--- src/rtl/lsu_align_ctrl.sv ---
// lsu_align_ctrl: turns RISC-V byte/half/word loads and stores at any byte
// address into whole-word accesses on a word-only lsu. Sub-word stores are a
// single-cycle read-modify-write. Word-crossing accesses take two lsu cycles
// with a one-cycle pipeline stall and bump a saturating misalignment counter.
module lsu_align_ctrl #(
   parameter int ADDR_W = 12,
   parameter int CNT_W  = 16
) (
   input  logic              clk_i,
   input  logic              rst_ni,
   input  logic              mem_req_i,
   input  logic              mem_we_i,
   input  logic [2:0]        funct3_i,
   input  logic [ADDR_W-1:0] addr_i,
   input  logic [31:0]       wdata_i,
   output logic [31:0]       rdata_o,
   output logic              rdata_vld_o,
   output logic              stall_o,
   output logic              err_o,
   output logic [CNT_W-1:0]  misalign_cnt_o,
   output logic [ADDR_W-1:0] lsu_addr_o,
   output logic [31:0]       lsu_st_data_o,
   output logic              lsu_st_en_o,
   input  logic [31:0]       lsu_ld_data_i
);

   typedef enum logic {IDLE, SPLIT2} state_t;

   state_t            state_q, state_d;
   logic [ADDR_W-1:0] addr_q;
   logic [2:0]        funct3_q;
   logic              we_q;
   logic [31:0]       wdata_q;
   logic [31:0]       lo_q;
   logic [CNT_W-1:0]  cnt_q;

   logic [ADDR_W-1:0] cur_addr;
   logic [2:0]        cur_f3;
   logic              cur_we;
   logic [1:0]        off;
   logic [2:0]        size;
   logic [3:0]        size_mask;
   logic [7:0]        lane_mask;
   logic              legal;
   logic              fits;
   logic [2:0]        rem;
   logic [4:0]        lo_shift;
   logic [5:0]        hi_shift;
   logic [ADDR_W-1:0] word_addr;
   logic              capture;

   // Sign- or zero-extend the low bytes of a right-aligned raw value.
   function automatic logic [31:0] extend(input logic [31:0] raw, input logic [2:0] f3);
      logic [31:0] res;
      case (f3[1:0])
         2'b00:   res = {{24{raw[7] & ~f3[2]}}, raw[7:0]};
         2'b01:   res = {{16{raw[15] & ~f3[2]}}, raw[15:0]};
         default: res = raw;
      endcase
      return res;
   endfunction

   // Replace the byte lanes selected by mask with the matching lanes of data.
   function automatic logic [31:0] merge(input logic [31:0] old, input logic [31:0] data,
                                         input logic [3:0] mask);
      logic [31:0] res;
      for (int k = 0; k < 4; k++) begin
         res[8*k +: 8] = mask[k] ? data[8*k +: 8] : old[8*k +: 8];
      end
      return res;
   endfunction

   // Decode the access currently being served: live inputs in IDLE, the captured copy in SPLIT2.
   always_comb begin
      cur_addr  = (state_q == SPLIT2) ? addr_q   : addr_i;
      cur_f3    = (state_q == SPLIT2) ? funct3_q : funct3_i;
      cur_we    = (state_q == SPLIT2) ? we_q     : mem_we_i;
      off       = cur_addr[1:0];
      case (cur_f3[1:0])
         2'b00:   begin size = 3'd1; size_mask = 4'b0001; end
         2'b01:   begin size = 3'd2; size_mask = 4'b0011; end
         default: begin size = 3'd4; size_mask = 4'b1111; end
      endcase
      case (cur_f3)
         3'b000, 3'b001, 3'b010: legal = 1'b1;
         3'b100, 3'b101:         legal = ~cur_we;
         default:                legal = 1'b0;
      endcase
      fits      = ({1'b0, off} + size) <= 3'd4;
      lane_mask = {4'b0000, size_mask} << off;
      rem       = 3'd4 - {1'b0, off};
      lo_shift  = {off, 3'b000};
      hi_shift  = {rem, 3'b000};
      word_addr = {cur_addr[ADDR_W-1:2], 2'b00};
   end

   // Next state and all lsu/pipeline strobes; everything is forced low while reset is held.
   always_comb begin
      state_d       = state_q;
      rdata_o       = '0;
      rdata_vld_o   = 1'b0;
      stall_o       = 1'b0;
      err_o         = 1'b0;
      lsu_st_en_o   = 1'b0;
      lsu_st_data_o = '0;
      lsu_addr_o    = word_addr;
      capture       = 1'b0;
      unique case (state_q)
         IDLE: begin
            if (mem_req_i) begin
               if (!legal) begin
                  err_o = 1'b1;
               end else begin
                  if (cur_we) begin
                     lsu_st_en_o   = 1'b1;
                     lsu_st_data_o = merge(lsu_ld_data_i, wdata_i << lo_shift, lane_mask[3:0]);
                  end else if (fits) begin
                     rdata_o     = extend(lsu_ld_data_i >> lo_shift, cur_f3);
                     rdata_vld_o = 1'b1;
                  end
                  if (!fits) begin
                     stall_o = 1'b1;
                     capture = 1'b1;
                     state_d = SPLIT2;
                  end
               end
            end
         end
         SPLIT2: begin
            lsu_addr_o = word_addr + ADDR_W'(4);
            if (cur_we) begin
               lsu_st_en_o   = 1'b1;
               lsu_st_data_o = merge(lsu_ld_data_i, wdata_q >> hi_shift, lane_mask[7:4]);
            end else begin
               rdata_o     = extend(lo_q | (lsu_ld_data_i << hi_shift), cur_f3);
               rdata_vld_o = 1'b1;
            end
            state_d = IDLE;
         end
      endcase
      if (!rst_ni) begin
         state_d       = IDLE;
         rdata_o       = '0;
         rdata_vld_o   = 1'b0;
         stall_o       = 1'b0;
         err_o         = 1'b0;
         lsu_st_en_o   = 1'b0;
         lsu_st_data_o = '0;
         lsu_addr_o    = '0;
         capture       = 1'b0;
      end
   end

   // State register, split-access capture and saturating misalignment counter.
   always_ff @(posedge clk_i or negedge rst_ni) begin
      if (!rst_ni) begin
         state_q  <= IDLE;
         addr_q   <= '0;
         funct3_q <= '0;
         we_q     <= 1'b0;
         wdata_q  <= '0;
         lo_q     <= '0;
         cnt_q    <= '0;
      end else begin
         state_q <= state_d;
         if (capture) begin
            addr_q   <= addr_i;
            funct3_q <= funct3_i;
            we_q     <= mem_we_i;
            wdata_q  <= wdata_i;
            if (!mem_we_i) begin
               lo_q <= lsu_ld_data_i >> lo_shift;
            end
            if (cnt_q != {CNT_W{1'b1}}) begin
               cnt_q <= cnt_q + CNT_W'(1);
            end
         end
      end
   end

   assign misalign_cnt_o = cnt_q;

endmodule

--- config.mk ---
export PLATFORM = sky130hd
export DESIGN_NAME = lsu_align_ctrl
export DESIGN_NICKNAME = d
export VERILOG_FILES = /design/src/rtl/lsu_align_ctrl.sv
export SDC_FILE = /design/constraint.sdc
export NUM_CORES = 1
export LEC_CHECK = 0
export CAP_MARGIN = 5
export CORE_AREA = 2 2 132 134
export CTS_CLUSTER_SIZE = 28
export DETAILED_ROUTE_END_ITERATION = 6
export DIE_AREA = 0 0 134 136
export PLACE_DENSITY = 0.73
export SYNTH_ARGS = -nofsm -noshare
export SYNTH_HDL_FRONTEND = slang
export SYNTH_SLANG_ARGS = --single-unit
--- constraint.sdc ---
create_clock -name clk_i -period 5.2 [get_ports clk_i]
set_input_delay 0.52 -clock clk_i [delete_from_list [all_inputs] [get_ports clk_i]]
set_output_delay 0.52 -clock clk_i [all_outputs]
set_load 0.01 [all_outputs]
Word-level counts from Yosys, hierarchy flattened
Cells that the tools add are included.
{"block": "totals", "out_inout_bits": 96, "register_bits": 97, "latchBits": 0, "mem_count": 0, "in_bits": 83, "mem_bits_rw": 0, "wordCells": 92, "romBits": 0}
{"block": "op_classes", "add_sub_neg": 4, "n_reduce_logical": 6, "muxes": 54, "shift": 5, "eq_ne": 6, "n_lt_le_gt_ge": 1, "n_bitwise": 9, "mul": 0, "n_div": 0}
{"cell": "$mux 32", "n": 11}
{"cell": "$pmux 32 s2", "n": 4}
{"cell": "$mux 8", "n": 8}
{"cell": "$mux 12", "n": 3}
{"cell": "$or 32x32->32", "n": 1}
{"cell": "$shl 32x5->32", "n": 1}
{"cell": "$shl 32x6->32", "n": 1}
{"cell": "$shr 32x5->32", "n": 1}
{"cell": "$shr 32x6->32", "n": 1}
{"cell": "$mux 1", "n": 21}
{"cell": "$add 16x1->16 const B", "n": 1}
{"cell": "$ne 16x16->1 const B", "n": 1}
{"cell": "$add 12x3->12 const B", "n": 1}
{"cell": "$pmux 1 s2", "n": 4}
{"cell": "$pmux 4 s2", "n": 1}
{"cell": "$shl 4x2->8", "n": 1}
{"cell": "$eq 3x3->1 const B", "n": 2}
{"cell": "$pmux 3 s2", "n": 1}
{"cell": "$and 1x1->1", "n": 4}
{"cell": "$not 1->1", "n": 4}
{"cell": "$reduce_and 2->1", "n": 2}
{"cell": "$add 2x3->3", "n": 1}
{"cell": "$eq 3x1->1 const B", "n": 1}
{"cell": "$eq 3x2->1 const B", "n": 1}
{"cell": "8 further kinds", "n": 8}

Depth between registers and ports, before layout
Gate-level depths: netlist (run 1).
{"block": "logic_depth", "depth_word": 11, "mapped_depth": 16, "depth_no_buf": 12}

Least setup slack after synthesis (run 1)
No wires, ideal clock.
{"block": "synth_path", "kind": "reg2out", "start": "reg state_q", "end": "out rdata_o[29]", "path_buffers": 4, "arrival_ps": 3617, "setup_slack_ps": 1063, "stages_incl_launch_ff": 15, "cell_sequence": "dfrtp_1 buf_4 mux2i_2 inv_2 buf_1 clkbuf_1 ha_1 inv_1 fa_1 a21boi_0 mux2i_1 nor4b_2 o21ai_2 buf_4 o21ai_0"}
{"block": "synth_between", "elab_chain_cells": 11}
{"element": "start, declared", "line_no": "29", "text": "state_t state_q, state_d;"}
{"element": "start signal, assigned", "line_no": "165", "text": "state_q <= state_d;"}
{"element": "$mux 3", "line_no": "76", "text": "cur_f3 = (state_q == SPLIT2) ? funct3_q : funct3_i;"}
{"element": "$eq 2x1->1 / $logic_not 2->1 (equally long branches)", "line_no": "55, 79"}
{"element": "$pmux 3 s2", "line_no": "79", "text": "case (cur_f3[1:0])"}
{"element": "$add 2x3->3", "line_no": "89", "text": "fits = ({1'b0, off} + size) <= 3'd4;"}
{"element": "$le 3x3->1", "line_no": "89"}
{"element": "$mux 32", "line_no": "117", "text": "end else if (fits) begin"}
{"element": "$mux 32", "line_no": "114", "text": "if (cur_we) begin"}
{"element": "$mux 32", "line_no": "111", "text": "if (!legal) begin"}
{"element": "$mux 32", "line_no": "110", "text": "if (mem_req_i) begin"}
{"element": "$pmux 32 s2 (*)", "line_no": "108", "text": "unique case (state_q)"}
{"element": "$mux 32 (*)", "line_no": "141", "text": "if (!rst_ni) begin"}
{"element": "end, declared", "line_no": "16", "text": "output logic [31:0] rdata_o,"}
Every way passes the cells marked *; elsewhere a longest branch is shown, timed or not.

Worst setup path after layout (run 1)
{"block": "layout_path", "start": "in funct3_i[0]", "end": "out rdata_o[10]"}
{"block": "layout_between", "elab_chain_cells": 11}
{"element": "start, declared", "line_no": "13", "text": "input logic [2:0] funct3_i,"}
{"element": "$mux 3 (*)", "line_no": "76"}
{"element": "$eq 2x1->1 / $logic_not 2->1 (equally long branches)", "line_no": "55, 79"}
{"element": "$pmux 3 s2", "line_no": "79"}
{"element": "$add 2x3->3", "line_no": "89"}
{"element": "$le 3x3->1", "line_no": "89"}
{"element": "$mux 32", "line_no": "117"}
{"element": "$mux 32", "line_no": "114"}
{"element": "$mux 32", "line_no": "111"}
{"element": "$mux 32", "line_no": "110"}
{"element": "$pmux 32 s2 (*)", "line_no": "108"}
{"element": "$mux 32 (*)", "line_no": "141"}
Marks and branches as above.

==> run summary, run 1 <==
The number of antenna violations at the first check in global routing is 0. The width of the die came out at about 130 um. After synthesis, the share of flip-flops with an asynchronous set or reset is 100%. The share of the clock period used by the worst path came out at approximately 90%. The post-detailed-routing wire length is around 26000 um. The clock reaches the later pin of the worst-skew pair after 0.36 ns. The setup path with the least slack is of type input port to output port.

For the final database, setup skew stands at between 0.008 and 0.009 ns. The die covers about 18000 um^2. The mean routed wirelength per cell is slightly above 20 um.

After the last flow step, the layout net total stands at about 1200. The mean instance size in the synthesized netlist is 8.06 um^2. The most used flip-flop cell after synthesis is dfrtp_1.

The overall via count from detail_route came out at about 8000. The pin count of the biggest net entering global routing came out at 73. The post-DP HPWL is 18900 um.

The depth of the worst register-to-register path came out at 12. In this run the worst path has a maximum fanout of 7. The total number of yosys warnings is 0.

The library cell used as clock root buffer is clkbuf_16. The tightest min-delay check is of the input port to asynchronous set/reset pin type. The global placement routability congestion came out at between 0.9 and 1. The required time of the critical path came out at between 4 and 5 ns. The total routing usage reported by global routing is between 20% and 30%. The time the worst path needs with I/O delays and setup came out at around 4.7 ns. The synthesized netlist devotes 20.0% of its cell area to compound gates. IR analysis of the VDD net gives a maximum drop of ~170 uV.

The number of register bits inferred by synthesis is 97. In the routed design, unresolved DRC markers number 10. The final-report max-slew violation count is 0. The worst setup path is captured at an output port. The flow ran to the end, but the final reports show violations. The via count normalized by instance count is just over 6. The leftover overflow at the end of global routing is 0. The clock tree from TritonCTS is yes. The sequential element share of the synthesized area is about a third. The final count of hold timing violations is 0. The number of synthesized flops with an enable pin came out at 0. The count of boundary I/O pins came out at around 180. The number of violations of the max-capacitance limit is 0. The fraction of final layout cells sized beyond drive strength 1 came out at around a tenth. The fill cell total of the finished layout came out at 1527. The distinct cell type count after synthesis is 66. The top cell types in the final layout, fill and taps aside, are clkdlybuf4s50_1 (175), nand2_1 (163), dfrtp_1 (96), nor2_1 (90), a21oi_1 (71). The first global-routing pass estimated around 41000 um of wire.

The synthesized-area fraction occupied by adder cells came out at 1.11%. After synthesis, the largest family of logic cells by area is simple AND/OR/NAND/NOR gates. The TritonCTS sink count came out at between 90 and 100.

The synthesized-area fraction occupied by xor and xnor cells came out at about 2.6%. The area added between synthesis and finish came out at 30.5%. The clock-pin slew on the worst setup and hold paths is approximately 0.070 ns. TritonCTS created 9 clock buffers. The total setup violations reported at the end of the flow is 0. The post-cts sizing count came out at 0.

Multiplexer cells account for around 17% of the synthesized area. For the pin with the worst max-slew slack, the measured transition is 0.987 ns. The netlist area before placement is roughly 7400 um^2. The die boundary height came out at 136 um.

The initial standard-cell utilization of the core came out at between 40% and 50%. The floorplan has 48 rows. Setup repair after global routing left no endpoint under its margin.

Headroom to the max-slew limit came out at between 30% and 40%. In this run the tool buffered the top-level ports with approximately 180 buffer cells. The first-pass detailed-route iteration total came out at 7. The remaining antenna violation count after routing came out at 0.

The H-tree level count came out at 3. The via count of the first global-routing pass came out at 7480. Summed over all cells, the static leakage comes to about 4.1 nW. Counting every instance in the synthesized netlist gives 920. After floorplanning, the core was sized to cover roughly 17000 um^2.

The post-placement worst setup slack came out at about 0.56 ns. The number of design-rule violations left by the first detailed-router iteration came out at 895. In the final timing run, aggregate negative setup slack is 0 ns. The antenna diode count came out at 0. The setup fix buffers added after clock tree synthesis came out at 0. The share of synthesized cell area in and, or, nand and nor gates came out at between 20% and 30%.

The final instance count without filler cells is 1292. The worst setup path is launched from an input port. In this run, placement finished with an instance count of 1277. The final reports fail on DRC. Setup slack closes at a little over 0.5 ns. The power density over cell area is between 300 and 400 nW/um^2.

Leaving out fill and tap cells, the most frequent cell in the layout is clkdlybuf4s50_1. Hold repair after CTS inserted 0 buffers. Data on the critical path arrives at its endpoint at between 4 and 5 ns. No sink is reached through more buffers than the 2 on the longest clock path. The highest clock frequency the design can meet is approximately 210 MHz.
[layer usage]
| metal | GRT usage [%] | up-vias | routed length [um] |
|---|---|---|---|
| li1 | - | 3621 | - |
| met1 | 37.8 | 3773 | 10700 |
| met2 | 43.8 | 495 | 11800 |
| met3 | 7.27 | 80 | 2830 |
| met4 | 14.7 | 0 | 1160 |
| met5 | 0 | - | 0 |
[cells in the mapped netlist (all sizes together), types with 2 or more instances]
cell	n	share of area, %
mux2i	63	8.6
a21boi	2	0.20
ha	5	0.84
nor4b	2	0.32
nand2b	6	0.51
and3	11	0.93
a32oi	9	1.1
o211ai	8	0.81
nor3	6	0.56
dfrtp	97	33
nand4	8	0.67
a211oi	5	0.51
o221ai	7	0.83
o22ai	36	3.1
nor2b	7	0.59
xnor2	17	2.0
o31ai	9	0.91
inv	22	1.1
nand3	46	3.1
a31oi	4	0.34
a21oi	71	4.8
o21a	2	0.20
clkbuf	36	1.8
nand2	163	8.2
nor3b	4	0.47
xor2	5	0.59
a2111oi	8	0.94
o21ai	41	2.8
nor2	91	4.6
or2	3	0.25
a222oi	15	2.0
mux2	55	8.4
nor4	3	0.25
o21bai	2	0.20
a22oi	2	0.20
buf	33	2.5
[sequential cells by signal (all words and copies together) (netlist names)]
name and count:
funct3_q 3, we_q 1, state_q 1, addr_q 12
wdata_q 32, lo_q 32, misalign_cnt_o 16
[stage by stage]
stage,area [um^2],power [W],utilization [%],hold WS [ns]
floorplan,7420,0.00186,-,0.224
global placement,9370,0.00223,55.5,0.458
detailed placement,9370,0.00225,55.5,0.463
CTS,9680,0.00298,57.4,0.112
global route,9680,0.00315,57.4,0.129
finish,9680,0.00299,57.4,0.104
[cell type report]
| class | instances | area (um^2) | area share [%] |
|---|---|---|---|
| Inverter | 23 | 86.3 | 0.891 |
| Timing Repair Buffer | 200 | 1960 | 20.3 |
| Clock buffer | 10 | 229 | 2.36 |
| Multi-Input combinational cell | 732 | 4610 | 47.6 |
| Sequential cell | 97 | 2430 | 25.1 |
| Tap cell | 225 | 282 | 2.91 |
| Clock inverter | 5 | 81.3 | 0.840 |
[cells by family after synthesis]
group	count (synthesis)
compound gates	229
xor+xnor	22
fa+ha+maj	6
buf+inv	92
flops	97
mux	118
other cells	1
simple gates	355
[worst paths after layout]
kind                                        end                start  slack [ns]
max                                 rdata_o[10]          funct3_i[0]        0.52
min                        lo_q[15]$_DFFE_PN0P_               rst_ni        0.10
min in group clk_i          lo_q[2]$_DFFE_PN0P_  lo_q[2]$_DFFE_PN0P_        0.48
max in group asynchronous  lo_q[22]$_DFFE_PN0P_               rst_ni        4.09
min reg2reg                 lo_q[2]$_DFFE_PN0P_  lo_q[2]$_DFFE_PN0P_        0.48
max reg2reg                 lo_q[7]$_DFFE_PN0P_    state_q$_DFF_PN0_        1.23
[worst max-delay path, stage by stage]
cell and delay (ns):
clkdlybuf4s50_1 0.50, nor3_1 0.18, a21oi_1 0.09, inv_1 0.14
ha_1 0.15, inv_1 0.05, fa_1 0.55, a21boi_0 0.09
mux2i_1 0.20, nor4b_2 0.42, nand2_1 0.33, o221ai_1 0.35
clkdlybuf4s50_1 0.60
[power breakdown]
| group | leakage (nW) | total, W | internal [W] | switching (W) |
|---|---|---|---|---|
| Combinational | 2.72 | 0.00101 | 0.000499 | 0.000515 |
| Clock | 0.149 | 0.000723 | 0.000420 | 0.000303 |
| Sequential | 1.22 | 0.00125 | 0.00102 | 0.000236 |
| Total | 4.09 | 0.00299 | 0.00194 | 0.00105 |
(Power assumes the default switching activity.)
==> run 2: changes to the inputs <==
RECOVER_POWER = 25   (was unset)
==> run summary, run 2 (synthesis results as in run 1) <==
The DRC violations left was 0 (was 10). The total setup violations reported at the end of the flow came out at 0 (unchanged). The worst hold path class was flop to flop (was input port to asynchronous set/reset pin). The fraction of final layout cells sized beyond drive strength 1 was 9.84% (was 10.1%).

The overall via count from detail_route came out at 7912 (was 7969). The overall power came to 0.00299 W (about the same). The pin count of the biggest net entering global routing came to 73 (unchanged). The die boundary height came to 136 um (unchanged). The via count of the first global-routing pass is 7480 (unchanged). The clock tree from TritonCTS is yes (unchanged). The global placement routability congestion is 0.966 (unchanged). The width of the die came to 134 um (unchanged). The clock latency at the later pin of the worst-skew pair was 0.36 ns (about the same). Status: complete, but fails checks (unchanged). The standard cell with the maximum stage delay on the critical path is clkdlybuf4s50_1 (unchanged). The power density over cell area came out at 309 nW/um^2 (about the same). The setup fix buffers added after clock tree synthesis is 0 (unchanged). The type of element launching the critical path is an input port (unchanged).

The post-placement worst setup slack is 0.559 ns (unchanged). The maximum clock path buffer count was 2 (unchanged). The antenna diode count is 0 (unchanged). The depth of the worst register-to-register path came out at 12 (unchanged). The first-pass detailed-route iteration total is 7 (unchanged).

Unrepaired setup endpoints after global routing: false (unchanged). The final sum of negative setup slack is 0 ns (unchanged). The cell row count is 48 (unchanged). The initial standard-cell utilization of the core came out at 44.0% (unchanged). The post-DP HPWL came out at 18900 um (unchanged). The static leakage came to 4.08 nW (was 4.09 nW). The library cell used as clock root buffer is clkbuf_16 (unchanged).

The sequential cell area came to 2430 um^2 (unchanged). The number of violations of the max-capacitance limit is 3 (was 0). The largest stage delay on the critical path is 0.60 ns (about the same). The required time of the critical path came out at 4.68 ns (about the same). The number of CTS-inserted buffers is 9 (unchanged). The sort of element at the end of the critical path was an output port (unchanged). The total routing usage reported by global routing was 28.7% (unchanged). The time the worst path needs with I/O delays and setup is 4.73 ns (was 4.68 ns). The remaining antenna violation count after routing is 0 (unchanged).

The post-detailed-routing wire length is 26500 um (about the same). The floorplan core area came out at 16900 um^2 (unchanged). The TritonCTS sink count came out at 97 (unchanged).

The most common library cell in the layout ignoring fill and taps is clkdlybuf4s50_1 (unchanged). The leftover overflow at the end of global routing came out at 0 (unchanged). The area taken by multi-input logic gates is 4610 um^2 (unchanged).

The H-tree level count is 3 (unchanged). The global-route wire length before repair came out at 41000 um (unchanged). The worst setup margin is 0.474 ns (was 0.516 ns). The final-layout worst hold slack came out at 0.480 ns (was 0.104 ns). The overall die area came out at 18200 um^2 (unchanged). The maximum fanout along the worst path came out at 7 (unchanged).

The final count of hold timing violations is 0 (unchanged). The mean routed wirelength per cell came out at 20.5 um (about the same). The post-cts sizing count is 0 (unchanged).

The number of nets in the final layout is 1152 (unchanged). The highest clock frequency the design can meet was 212 MHz (was 213 MHz). The number of design-rule violations left by the first detailed-router iteration came out at 875 (was 895).

The fill cell total of the finished layout came out at 1530 (was 1527). The worst voltage drop across the vdd grid is 166 uV (about the same). The count of boundary I/O pins came to 179 (unchanged). The hold buffer count at cts is 0 (unchanged). The area added between synthesis and finish is 30.4% (was 30.5%). The clock-pin slew on the worst setup and hold paths is 0.06 ns (was 0.07 ns). Violations in the final reports: capacitance limit, slew limit (was DRC). The slew of the pin with the lowest slew margin is 2.78 ns (was 0.987 ns). The number of antenna violations at the first check in global routing came out at 0 (unchanged).

List of cells traversed by the critical path: clkdlybuf4s50_1 > nor3_1 > a21oi_1 > inv_1 > ha_1 > inv_1 > fa_1 > a21boi_0 > mux2i_1 > nor4b_2 > nand2_1 > o221ai_1 > clkdlybuf4s50_1 (unchanged). The classification of the worst setup path is input port to output port (unchanged). The data arrival time at the worst-slack endpoint is 4.21 ns (was 4.16 ns). The via count normalized by instance count came out at 6.12 (was 6.17). The clock skew is 0.00923 ns (was 0.00815 ns).

The port buffer count came out at 176 (unchanged). Along the worst hold path, the cell count comes to 2. The worst slew slack as a fraction of its limit is -85.5% (was 34.2%). The share of the clock period used by the worst path came out at 90.9% (was 90.1%). The final-report max-slew violation count is 110 (was 0). Most frequent cells in the layout: clkdlybuf4s50_1 (175), nand2_1 (163), dfrtp_1 (96), nor2_1 (90), a21oi_1 (71) (unchanged).
## run 2: cell count changes in the layout (fill, tap and decap cells not counted), sizes merged
cell	before	now
buf	25	22
clkbuf	10	13
## run 2: power breakdown
group / total, W / internal (W) / switching (W)
logic: 0.00101 / 0.000498 / 0.000513
clock network: 0.000725 / 0.000420 / 0.000305
registers: 0.00125 / 0.00102 / 0.000238
total: 0.00299 / 0.00193 / 0.00106
## run 2: critical path: cells and delay by family
family | cells | cell delay [ns]
AND/OR/NAND/NOR | 3 | 0.95
adder cells (fa/ha/maj) | 2 | 0.70
AO/OA/AOI/OAI | 3 | 0.54
multiplexers | 1 | 0.20
buffers and inverters | 4 | 1.30
## run 2: through the flow
step,instance area [um^2],util (%),cells
global route,9670,57.3,1292
global placement,9370,55.5,1277
detailed placement,9370,55.5,1277
CTS,9680,57.4,1292
floorplan,7420,-,921
finish,9670,57.3,1292
## run 2: per-layer routing
| metal | up-vias | global-route usage [%] | share of wire [%] |
|---|---|---|---|
| met3 | 82 | 7.27 | 11 |
| met4 | 0 | 14.7 | 4.6 |
| met5 | - | 0 | 0 |
| met2 | 504 | 43.8 | 44 |
| li1 | 3609 | - | - |
| met1 | 3717 | 37.8 | 41 |
## run 2: final timing paths
| kind | endpoint | from | slack (ns) |
|---|---|---|---|
| max | rdata_o[10] | funct3_i[0] | 0.47 |
| min | lo_q[18]$_DFFE_PN0P_ | lo_q[18]$_DFFE_PN0P_ | 0.48 |
| max reg2reg | lo_q[7]$_DFFE_PN0P_ | state_q$_DFF_PN0_ | 1.22 |
| min reg2reg | lo_q[18]$_DFFE_PN0P_ | lo_q[18]$_DFFE_PN0P_ | 0.48 |
| max in group asynchronous | wdata_q[13]$_DFFE_PN0P_ | rst_ni | 1.15 |
| min in group asynchronous | lo_q[15]$_DFFE_PN0P_ | rst_ni | 0.67 |
## run 2: cell type report
type / count / share of cell area, %
inverters: 23 / 0.893
well taps: 225 / 2.91
clock buffers: 10 / 2.37
repair buffers: 200 / 20.2
clock inverters: 5 / 0.841
multi-input cells: 732 / 47.7
flip-flops and latches: 97 / 25.1
==> run 3: changes to the inputs <==
CORE_AREA = 5 5 135 137   (was 2 2 132 134)
DIE_AREA = 0 0 140 142   (was 0 0 134 136)
==> run summary, run 3 (synthesis results as in run 1) <==
The share of total power in the clock network came to 22.7% (was 24.2%). The overall die area is 19900 um^2 (was 18200 um^2). Most frequent cells in the layout: clkdlybuf4s50_1 (175), nand2_1 (163), dfrtp_1 (96), nor2_1 (90), a21oi_1 (71) (unchanged).

The port buffer count came to 176 (unchanged). The clock skew came to 0.0114 ns (was 0.00923 ns). The fraction of final layout cells sized beyond drive strength 1 came to 10.9% (was 9.84%).

Status: completed (was complete, but fails checks). The width of the die is 140 um (was 134 um). The most common library cell in the layout ignoring fill and taps is clkdlybuf4s50_1 (unchanged). The leftover overflow at the end of global routing came out at 0 (unchanged). The mean routed wirelength per cell came to 21.0 um (was 20.5 um). The die boundary height is 142 um (was 136 um).

The total setup violations reported at the end of the flow is 0 (unchanged). The largest stage delay on the critical path came out at 0.60 ns (about the same). The number of design-rule violations left by the first detailed-router iteration is 837 (was 875). The cell row count is 48 (unchanged). The net switching component of the power came out at 0.00107 W (was 0.00106 W).

The slew of the pin with the lowest slew margin is 1.11 ns (was 2.78 ns). The data arrival time at the worst-slack endpoint is 4.20 ns (was 4.21 ns). The final sum of negative setup slack was 0 ns (unchanged).

The floorplan core area came out at 16900 um^2 (about the same). The DRC violations left was 0 (unchanged). The area added between synthesis and finish came out at 30.7% (was 30.4%). The net switching fraction of the power came out at 36.5% (was 35.3%). List of cells traversed by the critical path: clkdlybuf4s50_1 > nor3_1 > a21oi_1 > inv_1 > ha_1 > inv_1 > fa_1 > a21boi_0 > mux2i_1 > nor4b_2 > o21ai_2 > o22ai_1 > clkdlybuf4s50_1 (was clkdlybuf4s50_1 > nor3_1 > a21oi_1 > inv_1 > ha_1 > inv_1 > fa_1 > a21boi_0 > mux2i_1 > nor4b_2 > nand2_1 > o221ai_1 > clkdlybuf4s50_1). The total routing usage reported by global routing came out at 26.8% (was 28.7%).

The area taken by multi-input logic gates came out at 4610 um^2 (unchanged). The initial standard-cell utilization of the core is 43.8% (was 44.0%). The sequential share of power came out at 42.7% (was 41.9%). The via count of the first global-routing pass came to 7691 (was 7480).

The power density over cell area is 302 nW/um^2 (was 309 nW/um^2). The first-pass detailed-route iteration total came out at 6 (was 7). The final-layout worst hold slack came to 0.477 ns (was 0.480 ns). The antenna diode count came out at 0 (unchanged).

The post-detailed-routing wire length was 27300 um (was 26500 um). The number of antenna violations at the first check in global routing came out at 0 (unchanged). The classification of the worst setup path is input port to output port (unchanged).

The post-cts sizing count was 0 (unchanged). The maximum clock path buffer count came out at 2 (unchanged). The share of the clock period used by the worst path came out at 90.7% (was 90.9%). The final count of hold timing violations is 0 (unchanged). The H-tree level count is 3 (unchanged). The via count normalized by instance count is 6.18 (was 6.12).

The overall via count from detail_route came out at 8050 (was 7912). The static leakage is 4.12 nW (was 4.08 nW). The number of CTS-inserted buffers is 9 (unchanged).

The type of element launching the critical path is an input port (unchanged). The time the worst path needs with I/O delays and setup is 4.72 ns (was 4.73 ns). The clock-pin slew on the worst setup and hold paths came to 0.07 ns (was 0.06 ns). The fill cell total of the finished layout is 1549 (was 1530). The worst hold path class was flop to flop (unchanged). The count of boundary I/O pins is 179 (unchanged). The combinational share of power is 34.6% (was 33.8%).

Unrepaired setup endpoints after global routing: false (unchanged). The number of violations of the max-capacitance limit is 0 (was 3). The maximum fanout along the worst path is 16 (was 7). The total internal power came to 0.00186 W (was 0.00193 W). The library cell used as clock root buffer is clkbuf_16 (unchanged).

The post-DP HPWL came to 18900 um (about the same). The worst voltage drop across the vdd grid came out at 233 uV (was 166 uV). The global placement routability congestion is 0.938 (was 0.966). The clock latency at the later pin of the worst-skew pair came out at 0.36 ns (about the same). The clock tree from TritonCTS was yes (unchanged).

The highest clock frequency the design can meet came out at 212 MHz (about the same). The worst slew slack as a fraction of its limit was 26.2% (was -85.5%). The TritonCTS sink count was 97 (unchanged). The sequential cell area is 2430 um^2 (unchanged).

The standard cell with the maximum stage delay on the critical path is clkdlybuf4s50_1 (unchanged). The final-report max-slew violation count came out at 0 (was 110). The global-route wire length before repair is 42700 um (was 41000 um).

The remaining antenna violation count after routing came out at 0 (unchanged). The sort of element at the end of the critical path is an output port (unchanged). The pin count of the biggest net entering global routing is 73 (unchanged). The number of nets in the final layout came to 1161 (was 1152). The required time of the critical path is 4.68 ns (about the same).
run 3: repair_timing:
item	in CTS	in global routing
hold buffers	1	0
hold endpoints to repair	3	0
buffers inserted	0	0
run 3: power by group through the flow:
stage	logic [W]	registers, W	clock network (W)
floorplan	0.000675	0.00119	0
global placement	0.000976	0.00124	0
detailed placement	0.000996	0.00126	0
CTS	0.00100	0.00124	0.000672
global route	0.00111	0.00128	0.000704
finish	0.00101	0.00125	0.000664
run 3: critical path: cells and delay by family:
family                   cells  cell delay, ns
AO/OA/AOI/OAI                4            0.87
adder cells (fa/ha/maj)      2            0.71
buffers and inverters        4            1.31
multiplexers                 1            0.18
AND/OR/NAND/NOR              2            0.59
run 3: path summary, 6_finish.rpt:
check / startpoint / endpoint / slack (ns) / cells after the start
worst max-delay path: funct3_i[0] / rdata_o[16] / 0.48 / 13
worst min register to register: lo_q[31]$_DFFE_PN0P_ / lo_q[31]$_DFFE_PN0P_ / 0.48 / 2
worst min-delay path: lo_q[31]$_DFFE_PN0P_ / lo_q[31]$_DFFE_PN0P_ / 0.48 / 2
max in group asynchronous: rst_ni / lo_q[3]$_DFFE_PN0P_ / 3.10 / 3
worst max register to register: state_q$_DFF_PN0_ / lo_q[7]$_DFFE_PN0P_ / 1.32 / 13
min in group asynchronous: rst_ni / funct3_q[2]$_DFFE_PN0P_ / 0.78 / 2
run 3: area by class of cell:
class	instances	share of cell area [%]
Clock inverter	6	0.413
Clock buffer	10	2.47
Tap cell	225	2.90
Inverter	23	0.891
Timing Repair Buffer	209	20.7
Sequential cell	97	25.1
Multi-Input combinational cell	732	47.6
run 3: metrics by stage:
stage	util (%)	instance area (um^2)	worst slack, ns	power, W	std cells
finish	57.2	9690	0.483	0.00293	1302
detailed placement	55.6	9410	0.581	0.00225	1285
CTS	57.3	9700	0.579	0.00292	1302
global placement	55.6	9410	0.649	0.00222	1285
floorplan	-	7420	1.06	0.00186	921
global route	57.2	9690	0.275	0.00310	1302
run 3: routing by layer:
metal / routed length (um) / part of all wire (%) / GRT usage [%] / vias up
met1: 10800 / 39 / 35.1 / 3775
li1: - / - / - / 3616
met5: 0 / 0 / 0 / -
met2: 12000 / 44 / 41.5 / 552
met3: 3150 / 12 / 6.15 / 107
met4: 1390 / 5.1 / 14.7 / 0
